### src/rtl/alu_issue_pkg.sv
// Shared ALU constants, instruction field layout and issue bundle type.
// Imported by the issue stage, its decoder and its interface.
package alu_issue_pkg;

    localparam int REG_SIZE    = 32;
    localparam int OPCODE_SIZE = 4;
    localparam int REG_ADDR_W  = 5;
    localparam int INSTR_W     = 32;
    localparam int FUNCT_W     = 4;
    localparam int IMM_W       = 12;

    localparam logic [OPCODE_SIZE-1:0] ALU_AND = 4'd0;
    localparam logic [OPCODE_SIZE-1:0] ALU_ORR = 4'd1;
    localparam logic [OPCODE_SIZE-1:0] ALU_ADD = 4'd2;
    localparam logic [OPCODE_SIZE-1:0] ALU_SUB = 4'd3;
    localparam logic [OPCODE_SIZE-1:0] ALU_XOR = 4'd4;
    localparam logic [OPCODE_SIZE-1:0] ALU_NOR = 4'd5;
    localparam logic [OPCODE_SIZE-1:0] ALU_LSL = 4'd6;
    localparam logic [OPCODE_SIZE-1:0] ALU_LSR = 4'd7;

    localparam logic [FUNCT_W-1:0] FUNCT_AND = 4'd0;
    localparam logic [FUNCT_W-1:0] FUNCT_ORR = 4'd1;
    localparam logic [FUNCT_W-1:0] FUNCT_ADD = 4'd2;
    localparam logic [FUNCT_W-1:0] FUNCT_SUB = 4'd3;
    localparam logic [FUNCT_W-1:0] FUNCT_XOR = 4'd4;
    localparam logic [FUNCT_W-1:0] FUNCT_NOR = 4'd5;
    localparam logic [FUNCT_W-1:0] FUNCT_LSL = 4'd6;
    localparam logic [FUNCT_W-1:0] FUNCT_LSR = 4'd7;

    localparam int F_FUNCT_LSB = 28;
    localparam int F_IMM_SEL   = 27;
    localparam int F_RD_LSB    = 22;
    localparam int F_RS1_LSB   = 17;
    localparam int F_RS2_LSB   = 12;

    typedef struct packed {
        logic [REG_SIZE-1:0]    a;
        logic [REG_SIZE-1:0]    b;
        logic [OPCODE_SIZE-1:0] op;
        logic [REG_ADDR_W-1:0]  rd;
    } issue_bundle_t;

    // r0 is hardwired zero; otherwise writeback bypasses the file.
    function automatic logic [REG_SIZE-1:0] fwd_sel(
        input logic [REG_ADDR_W-1:0] idx,
        input logic [REG_SIZE-1:0]   rdata,
        input logic                  wbv,
        input logic [REG_ADDR_W-1:0] wbrd,
        input logic [REG_SIZE-1:0]   wbd
    );
        logic [REG_SIZE-1:0] r;
        r = rdata;
        if (idx == '0)
            r = '0;
        else if (wbv && (wbrd == idx))
            r = wbd;
        return r;
    endfunction

endpackage

### src/rtl/alu_issue_if.sv
// Fetch-side and ALU-side handshakes of the issue stage.
// master = issue stage, slave = its environment.
interface alu_issue_if;
    import alu_issue_pkg::*;

    logic                   in_valid;
    logic                   in_ready;
    logic [INSTR_W-1:0]     in_instr;
    logic                   out_valid;
    logic                   out_ready;
    logic [REG_SIZE-1:0]    A;
    logic [REG_SIZE-1:0]    B;
    logic [OPCODE_SIZE-1:0] ALU_Op;
    logic [REG_ADDR_W-1:0]  out_rd;

    modport master (
        input  in_valid, in_instr, out_ready,
        output in_ready, out_valid, A, B, ALU_Op, out_rd
    );

    modport slave (
        output in_valid, in_instr, out_ready,
        input  in_ready, out_valid, A, B, ALU_Op, out_rd
    );

endinterface

### src/rtl/alu_funct_decode.sv
// Maps the instruction funct field onto ALU opcodes.
// Codes 8-15 are reported as illegal.
module alu_funct_decode
    import alu_issue_pkg::*;
(
    input  logic [FUNCT_W-1:0]     funct,
    output logic [OPCODE_SIZE-1:0] op,
    output logic                   legal
);

    // funct lookup; illegal codes decode to AND with legal low
    always_comb begin
        op    = ALU_AND;
        legal = 1'b1;
        unique case (funct)
            FUNCT_AND: op = ALU_AND;
            FUNCT_ORR: op = ALU_ORR;
            FUNCT_ADD: op = ALU_ADD;
            FUNCT_SUB: op = ALU_SUB;
            FUNCT_XOR: op = ALU_XOR;
            FUNCT_NOR: op = ALU_NOR;
            FUNCT_LSL: op = ALU_LSL;
            FUNCT_LSR: op = ALU_LSR;
            default:   legal = 1'b0;
        endcase
    end

endmodule

### src/rtl/alu_issue_stage.sv
// Decode, operand read with writeback bypass, and registered
// issue bundle towards the ALU under valid/ready.
module alu_issue_stage
    import alu_issue_pkg::*;
#(
    parameter int CNT_W = 32
) (
    input  logic                  clk,
    input  logic                  rst_n,
    alu_issue_if.master           io,
    output logic [REG_ADDR_W-1:0] rs1_addr,
    output logic [REG_ADDR_W-1:0] rs2_addr,
    input  logic [REG_SIZE-1:0]   rs1_data,
    input  logic [REG_SIZE-1:0]   rs2_data,
    input  logic                  wb_valid,
    input  logic [REG_ADDR_W-1:0] wb_rd,
    input  logic [REG_SIZE-1:0]   wb_data,
    output logic                  err_illegal,
    input  logic                  err_clr,
    output logic [CNT_W-1:0]      issue_count
);

    logic [INSTR_W-1:0]     instr_g;
    logic                   accept;
    logic                   dec_legal;
    logic [OPCODE_SIZE-1:0] dec_op;
    logic [REG_SIZE-1:0]    imm_ext;
    issue_bundle_t          nxt;
    issue_bundle_t          bundle_q;
    logic                   valid_q;

    // Idle cycles decode an all-zero word so X never leaks inward.
    assign instr_g  = io.in_valid ? io.in_instr : '0;
    assign rs1_addr = io.in_instr[F_RS1_LSB +: REG_ADDR_W];
    assign rs2_addr = io.in_instr[F_RS2_LSB +: REG_ADDR_W];

    assign io.in_ready = ~valid_q | io.out_ready;
    assign accept      = io.in_valid & io.in_ready;

    alu_funct_decode u_dec (
        .funct (instr_g[F_FUNCT_LSB +: FUNCT_W]),
        .op    (dec_op),
        .legal (dec_legal)
    );

    assign imm_ext = {{(REG_SIZE-IMM_W){instr_g[IMM_W-1]}},
                      instr_g[IMM_W-1:0]};

    // Assemble the candidate bundle from decoded fields
    always_comb begin
        nxt    = '0;
        nxt.a  = fwd_sel(instr_g[F_RS1_LSB +: REG_ADDR_W],
                         rs1_data, wb_valid, wb_rd, wb_data);
        nxt.b  = fwd_sel(instr_g[F_RS2_LSB +: REG_ADDR_W],
                         rs2_data, wb_valid, wb_rd, wb_data);
        if (instr_g[F_IMM_SEL])
            nxt.b = imm_ext;
        nxt.op = dec_op;
        nxt.rd = instr_g[F_RD_LSB +: REG_ADDR_W];
    end

    // Output register: load on legal accept, drain on ready
    always_ff @(posedge clk or negedge rst_n) begin
        if (!rst_n) begin
            valid_q  <= 1'b0;
            bundle_q <= '{a: '0, b: '0, op: ALU_AND, rd: '0};
        end else if (accept && dec_legal) begin
            valid_q  <= 1'b1;
            bundle_q <= nxt;
        end else if (io.out_ready) begin
            valid_q  <= 1'b0;
        end
    end

    // Sticky illegal flag; a new set beats a clear
    always_ff @(posedge clk or negedge rst_n) begin
        if (!rst_n)
            err_illegal <= 1'b0;
        else if (accept && !dec_legal)
            err_illegal <= 1'b1;
        else if (err_clr)
            err_illegal <= 1'b0;
    end

    // Count completed transfers, wrapping freely
    always_ff @(posedge clk or negedge rst_n) begin
        if (!rst_n)
            issue_count <= '0;
        else if (valid_q && io.out_ready)
            issue_count <= issue_count + 1'b1;
    end

    assign io.out_valid = valid_q;
    assign io.A         = bundle_q.a;
    assign io.B         = bundle_q.b;
    assign io.ALU_Op    = bundle_q.op;
    assign io.out_rd    = bundle_q.rd;

endmodule

### src/flat_wrapper.sv
// flat-port wrapper written by rule: the top's interface ports become plain ports
module alu_issue_stage_flat import alu_issue_pkg::*;
#(
    parameter int CNT_W = 32
)
  (clk, rst_n, rs1_addr, rs2_addr, rs1_data, rs2_data, wb_valid, wb_rd, wb_data, err_illegal, err_clr, issue_count, io_in_valid, io_in_instr, io_out_ready, io_in_ready, io_out_valid, io_A, io_B, io_ALU_Op, io_out_rd);
  alu_issue_if io_i ();
  input  logic clk;
  input  logic rst_n;
  output logic [REG_ADDR_W-1:0] rs1_addr;
  output logic [REG_ADDR_W-1:0] rs2_addr;
  input  logic [REG_SIZE-1:0] rs1_data;
  input  logic [REG_SIZE-1:0] rs2_data;
  input  logic wb_valid;
  input  logic [REG_ADDR_W-1:0] wb_rd;
  input  logic [REG_SIZE-1:0] wb_data;
  output logic err_illegal;
  input  logic err_clr;
  output logic [CNT_W-1:0] issue_count;
  input wire logic [$bits(io_i.in_valid)-1:0] io_in_valid;
  input wire logic [$bits(io_i.in_instr)-1:0] io_in_instr;
  input wire logic [$bits(io_i.out_ready)-1:0] io_out_ready;
  output wire logic [$bits(io_i.in_ready)-1:0] io_in_ready;
  output wire logic [$bits(io_i.out_valid)-1:0] io_out_valid;
  output wire logic [$bits(io_i.A)-1:0] io_A;
  output wire logic [$bits(io_i.B)-1:0] io_B;
  output wire logic [$bits(io_i.ALU_Op)-1:0] io_ALU_Op;
  output wire logic [$bits(io_i.out_rd)-1:0] io_out_rd;
  assign io_i.in_valid = io_in_valid;
  assign io_i.in_instr = io_in_instr;
  assign io_i.out_ready = io_out_ready;
  assign io_in_ready = io_i.in_ready;
  assign io_out_valid = io_i.out_valid;
  assign io_A = io_i.A;
  assign io_B = io_i.B;
  assign io_ALU_Op = io_i.ALU_Op;
  assign io_out_rd = io_i.out_rd;
  alu_issue_stage #(.CNT_W(CNT_W)) u_core (.clk(clk), .rst_n(rst_n), .io(io_i), .rs1_addr(rs1_addr), .rs2_addr(rs2_addr), .rs1_data(rs1_data), .rs2_data(rs2_data), .wb_valid(wb_valid), .wb_rd(wb_rd), .wb_data(wb_data), .err_illegal(err_illegal), .err_clr(err_clr), .issue_count(issue_count));
endmodule
### config.mk
export PLATFORM = sky130hd
export DESIGN_NAME = alu_issue_stage_flat
export DESIGN_NICKNAME = d
export VERILOG_FILES = /design/src/rtl/alu_issue_pkg.sv /design/src/rtl/alu_issue_if.sv /design/src/rtl/alu_funct_decode.sv /design/src/rtl/alu_issue_stage.sv /design/src/flat_wrapper.sv
export SDC_FILE = /design/constraint.sdc
export NUM_CORES = 1
export LEC_CHECK = 0
export ABC_AREA = 0
export CAP_MARGIN = 10
export CORE_MARGIN = 5
export CORE_UTILIZATION = 43
export DETAILED_ROUTE_END_ITERATION = 12
export PLACE_DENSITY = 0.87
export SLEW_MARGIN = 20
export SYNTH_ARGS = -nofsm -noshare
export SYNTH_HDL_FRONTEND = slang
export SYNTH_SLANG_ARGS = --single-unit
### constraint.sdc
create_clock -name clk -period 2.4 [get_ports clk]
set_clock_uncertainty 0.2 [all_clocks]
set_input_delay 0.36 -clock clk [delete_from_list [all_inputs] [get_ports clk]]
set_output_delay 0.36 -clock clk [all_outputs]
set_load 0.005 [all_outputs]
# After elaboration in Yosys (flattened, before gate mapping)
# Cells that the tools add are included.
# Widths: inputs -> output; s select.
# totals
reg_bits	107
input_bits	139
output_inout_bits	118
wordCells	44
# op_classes
addsub	1
eq_ne	9
mux	12
n_bitwise	3
n_reduce_logical	12
# ops
op	n
$mux 32	6
$add 32x1->32 const B	1
$pmux 3 s7	1
$eq 4x3->1 const B	4
$eq 5x5->1	2
$logic_not 5->1	2
$eq 4x2->1 const B	2
$reduce_or 8->1	1
$logic_and 1x1->1	5
$mux 1	5
$eq 4x1->1 const B	1
$logic_not 4->1	1
$reduce_bool 2->1	2
$and 1x1->1	1
$logic_not 1->1	1
$not 1->1	1
$or 1x1->1	1

# Logic depth before layout (Yosys ltp)
# logic_depth
ltp_word	7
ltp_mapped	7

# Cells and area by module
# From an unflattened synthesis, not the netlist that was laid out.
# hier_totals
cells_unflattened	660
area_unflattened_um2	6646.4
# modules_own_cells
module	instances	cells_per_inst	area_per_inst_um2
alu_issue_stage	1	654	6612.6
alu_funct_decode	1	6	33.8

# Worst setup path before layout
# OpenSTA, ideal clock, no wires.
# synth_path
path_type	in2reg
from	in io_in_valid
to	reg u_core.bundle_q, in the netlist u_core.io.B[10]
setup_ns	0.127
arrival_time_ns	1.770
required_ns	2.073
path_slack_ns	0.302
path_stages	7
path_buffers	2
cell_sequence	buf_2 -> a21bo_1 -> nand4_1 -> a2111oi_4 -> buf_6 -> mux2i_1 -> o22ai_1
# synth_via
elab_chain_len	6
word_cells_on_any_way	19
# synth_lines
item	line_no	source
from (decl)	flat_wrapper.sv:20	input wire logic [$bits(io_i.in_valid)-1:0] io_in_valid;
$mux 32	alu_issue_stage.sv:33	assign instr_g = io.in_valid ? io.in_instr : '0;
$eq 5x5->1	alu_issue_pkg.sv:55	else if (wbv && (wbrd == idx))
$logic_and 1x1->1	alu_issue_pkg.sv:55	
$mux 32	alu_issue_pkg.sv:55	
$mux 32	alu_issue_pkg.sv:53	if (idx == '0)
$mux 32	alu_issue_stage.sv:56	if (instr_g[F_IMM_SEL])
to (signal assigned)	alu_issue_stage.sv:66	bundle_q <= '{a: '0, b: '0, op: ALU_AND, rd: '0};
to (signal assigned)	alu_issue_stage.sv:69	bundle_q <= nxt;
to (decl)	alu_issue_stage.sv:29	issue_bundle_t bundle_q;
# Parallel ways exist; a longest one is shown, timed or not.
# A chain may end at the register's enable or synchronous reset.

# Worst setup path in the final report
# layout_path
from	in io_in_instr[14]
to	reg u_core.bundle_q, in the netlist u_core.io.B[8]
# layout_via
elab_chain_len	6
word_cells_on_any_way	7
# layout_lines
item	line_no	source
from (decl)	flat_wrapper.sv:21	input wire logic [$bits(io_i.in_instr)-1:0] io_in_instr;
$mux 32 (*)	alu_issue_stage.sv:33	
$eq 5x5->1	alu_issue_pkg.sv:55	
$logic_and 1x1->1	alu_issue_pkg.sv:55	
$mux 32	alu_issue_pkg.sv:55	
$mux 32 (*)	alu_issue_pkg.sv:53	
$mux 32 (*)	alu_issue_stage.sv:56	
# Mark *: on every way between the ends. The rest lies on a longest branch, timed or not.

==> qor_table.md <==
| Item | Reported |
|:---|:---|
| Outcome | completed |
| Reported max-cap violation count | 0 |
| WHS Path Cells | 2 |
| Number of max-slew violations in the final report | 0 |
| Clock buffer depth | 2 |
| Net Count, Synth | 773 |
| Post-synth design cell area | 0.005754 mm² |
| Required @ worst endpoint | 2430 ps |
| First-pass GRT wire length | 31,880 µm |
| Syn Inst Count | 633 |
| I/O pin cnt | 257 |
| Share of layout cells above drive strength 1 | 0.09945 |
| Hold Fails Final Rpt | 0 |
| Post-detailed-placement cell area | 0.008859 mm² |
| Biggest cell delay along the critical path | 500 ps |
| Final cell utilization of the core | 0.6987 |
| Critical path start-end classification | primary input to flop |
| Transition time of the tightest slew-check pin | 599.9 ps |
| Leading post-synthesis cells by cell area | dfrtp_1 46%, o211ai_1 9.7%, nand3_1 6.8% |
| Crit path max-delay cell type | clkdlybuf4s50_1 |
| Total power density per cell area | 555.9 mW/mm² |
| Count of inserted antenna diode cells | 0 |
| Core region area | 0.01319 mm² |
| Unrepaired setup endpoints after global routing | yes |
| Global route total overflow | 0 |
| Die Span Y | 125.7 µm |
| Final Wtd Congestion | 0.8693 |
| Kind of capture point of the worst setup path | flop |
| Post-synthesis sequential area ratio | 0.4610 |
| FF+latch count, synth | 106 |
| Highest-count cells in the layout ignoring fill and taps | 250 x clkdlybuf4s50_1, 106 x dfrtp_1, 78 x nand3_1 |
| Most common library cell in the layout ignoring fill and taps | clkdlybuf4s50_1 |
| Antenna violations before repair | 0 |
| # placed instances | 1,063 |
| Top fanout value on the critical path | 8 |
| Dominant cell type by area after synthesis | dfrtp_1 |
| Overall power consumption | 5.124 mW |
| Post-Synthesis Mean Instance Area | 9.090 µm² |
| Warning count from the yosys run | 0 |
| Number of I/O port buffers | 255 |
| DRC violation count after routing | 0 |
| Vias in the first global route | 6,048 |
| Detail-routed via count per cell | 5.650 |
| Post-route cell area | 0.009216 mm² |
| Unique cell type count in the Yosys netlist | 40 |
| CP delay by family, top | buffers and inverters |
| Clock-pin slew of the registers on the worst-case setup and hold paths | 80 ps |
| Worst-case register-to-register setup slack | 370 ps |
| Least setup slack across all paths after layout | 85.61 ps |
| Critical R2R Capture | u_core.issue_count[31]$_DFFE_PN0P_ |
| Sink count of the clock tree | 106 |
| Buffer and inverter count on the worst path | 2 |
| Share of the synthesized area in the top cell type | 0.4610 |
| Number of cells in the finished layout apart from fillers | 1,081 |
| Cell-by-cell trace of the critical path | clkdlybuf4s50_1 > xor2_1 > a2bb2oi_2 > a2111oi_4 > bufbuf_16 > mux2i_1 > o22ai_1 |
| Total wirelength of the detailed-routed design | 19,970 µm |
| Average detailed-routed wire length per instance | 18.47 µm |
| Library cell used as clock root buffer | clkbuf_16 |
| Number of DRC violations after detailed-routing iteration 0 | 400 |
| Final worst path period share | 0.9643 |
| Hold Path Sink | u_core.io.ALU_Op[2]$_DFFE_PN0P_ |
| Count of standard-cell rows | 42 |
| Peak supply drop | 0.4177 mV |
| Die ar. | 0.01580 mm² |
| Fin crit period | 2314 ps |
| Number of setup violations in the final report | 0 |
| Launch instance of the worst register-to-register path | u_core.issue_count[11]$_DFFE_PN0P_ |
| Class of the worst hold path | flop to flop |
| Final #Nets | 1,040 |
| Antenna violation net count after detailed routing | 0 |
| Dpl ws | -435.3 ps |
| Initial cell density of the core | 0.4363 |
| DIE WIDTH | 125.7 µm |
| Number of buffers inserted during clock tree synthesis | 9 |
| Post-CTS Setup Repair Bufs | 0 |
| Startpoint type of the worst setup path | primary input |
| WHS | 277.4 ps |
| Slew Limit Headroom | 0.6001 |
| Clock tree from TritonCTS | yes |
| Arrival time worst endpoint | 2340 ps |
| H-tree Lvls | 3 |
| Max Fclk | 432.1 MHz |
| Initial DRT Pass Iterations | 5 |
| Leakage Power | 3.563 nW |
| Pin count of the biggest net entering global routing | 61 |
| GRT Overall Usage | 0.2479 |
| HPWL reported at the end of detailed placement | 15,020 µm |
| Clock insertion delay at the later pin of the skew report | 350 ps |
| Area delta synth->final | 60.17% |
| Via count | 6,108 |
| Final-layout setup total negative slack | 0 ps |
| Launch point of the worst hold path | u_core.io.ALU_Op[2]$_DFFE_PN0P_ |
| Worst Reg-to-Reg Cells | 5 |
## repair_timing
| item | in CTS | in global routing |
|---|---|---|
| gates resized for setup | 8 | 3 |
| endpoints found under the hold margin | 106 | 0 |
| hold buffers | 1 | 0 |
| gates cloned | 1 | 0 |
| setup endpoints to repair | 6 | 20 |
| pin swaps | 1 | 1 |
## worst max-delay path by stage
stage                     from                           to  slack [ps]  cells after the start
4_1_cts               wb_rd[4]   u_core.io.B[8]$_DFFE_PN0P_          60                      8
5_1_grt        io_in_instr[14]   u_core.io.B[8]$_DFFE_PN0P_          -2                      7
2_1_floorplan      io_in_valid  u_core.io.B[10]$_DFFE_PN0P_         300                      7
6_report       io_in_instr[14]   u_core.io.B[8]$_DFFE_PN0P_          90                      7
3_5_place_dp       io_in_valid   u_core.io.B[0]$_DFFE_PN0P_        -440                      8
3_3_place_gp       io_in_valid   u_core.io.B[0]$_DFFE_PN0P_        -320                      8
## cell type report
class	count	area, µm²
clock inverters	7	57.56
multi-input cells	459	2856
clock buffers	9	225.2
well taps	176	220.2
fillers	1017	3974
repair buffers	319	3186
flip-flops and latches	106	2653
inverters	5	18.77
## metal layers
metal	wire length (µm)	share of wire	GRT usage	vias to the layer above
met2	9740	0.49	0.4110	249
met4	760	0.038	0.1033	0
met1	8044	0.40	0.3157	2942
met3	1425	0.071	0.05292	50
met5	0	0	0	-
li1	-	-	-	2867
## cell usage after synthesis
| cell | instances |
|---|---|
| a2111oi_4 | 1 |
| a211oi_1 | 1 |
| a21bo_1 | 1 |
| a21boi_0 | 1 |
| a21oi_1 | 14 |
| a22oi_1 | 1 |
| a2bb2oi_1 | 1 |
| and2_1 | 3 |
| and3_1 | 6 |
| and4_1 | 1 |
| buf_1 | 2 |
| buf_2 | 7 |
| buf_4 | 11 |
| buf_6 | 1 |
| clkbuf_1 | 42 |
| conb_1 | 1 |
| dfrtp_1 | 106 |
| ha_1 | 1 |
| inv_1 | 5 |
| mux2_2 | 1 |
| mux2i_1 | 11 |
| nand2_1 | 73 |
| nand2b_1 | 7 |
| nand3_1 | 78 |
| nand3b_1 | 4 |
| nand4_1 | 9 |
| nor2_1 | 26 |
| nor3_1 | 4 |
| nor3b_2 | 1 |
| nor4_1 | 2 |
| nor4bb_1 | 1 |
| o2111ai_1 | 21 |
| o211ai_1 | 74 |
| o21ai_0 | 36 |
| o221ai_1 | 1 |
| o22ai_1 | 12 |
| or3_1 | 32 |
| or4_1 | 1 |
| xnor2_1 | 20 |
| xor2_1 | 13 |
## cells by family after synthesis
logic type      count (synthesis)  share of synthesized area
flops                         106                     0.4610
compound gates                164                     0.1985
mux                            12                    0.02109
buf+inv                        68                    0.05436
fa+ha+maj                       1                   0.002174
simple gates                  248                     0.2120
xor+xnor                       33                    0.05023
other cells                     1                  0.0006517
## flip-flops by register name, indices dropped and copies added (netlist names)
register,flops
u_core.err_illegal,1
u_core.io.A,32
u_core.io.ALU_Op,3
u_core.io.B,32
u_core.io.out_rd,5
u_core.io.out_valid,1
u_core.issue_count,32
## tightest hold or removal path: stages, from the launching register on
cell and delay (ps):
dfrtp_1 340, nand2_1 50, nand2_1 60
## power by group
group / internal [mW] / leakage [nW] / switching, mW
registers: 2.02 / 1.34 / 0.203
clock network: 0.722 / 0.135 / 0.719
logic: 0.884 / 2.09 / 0.572
total: 3.63 / 3.56 / 1.49
(Power assumes the default switching activity.)
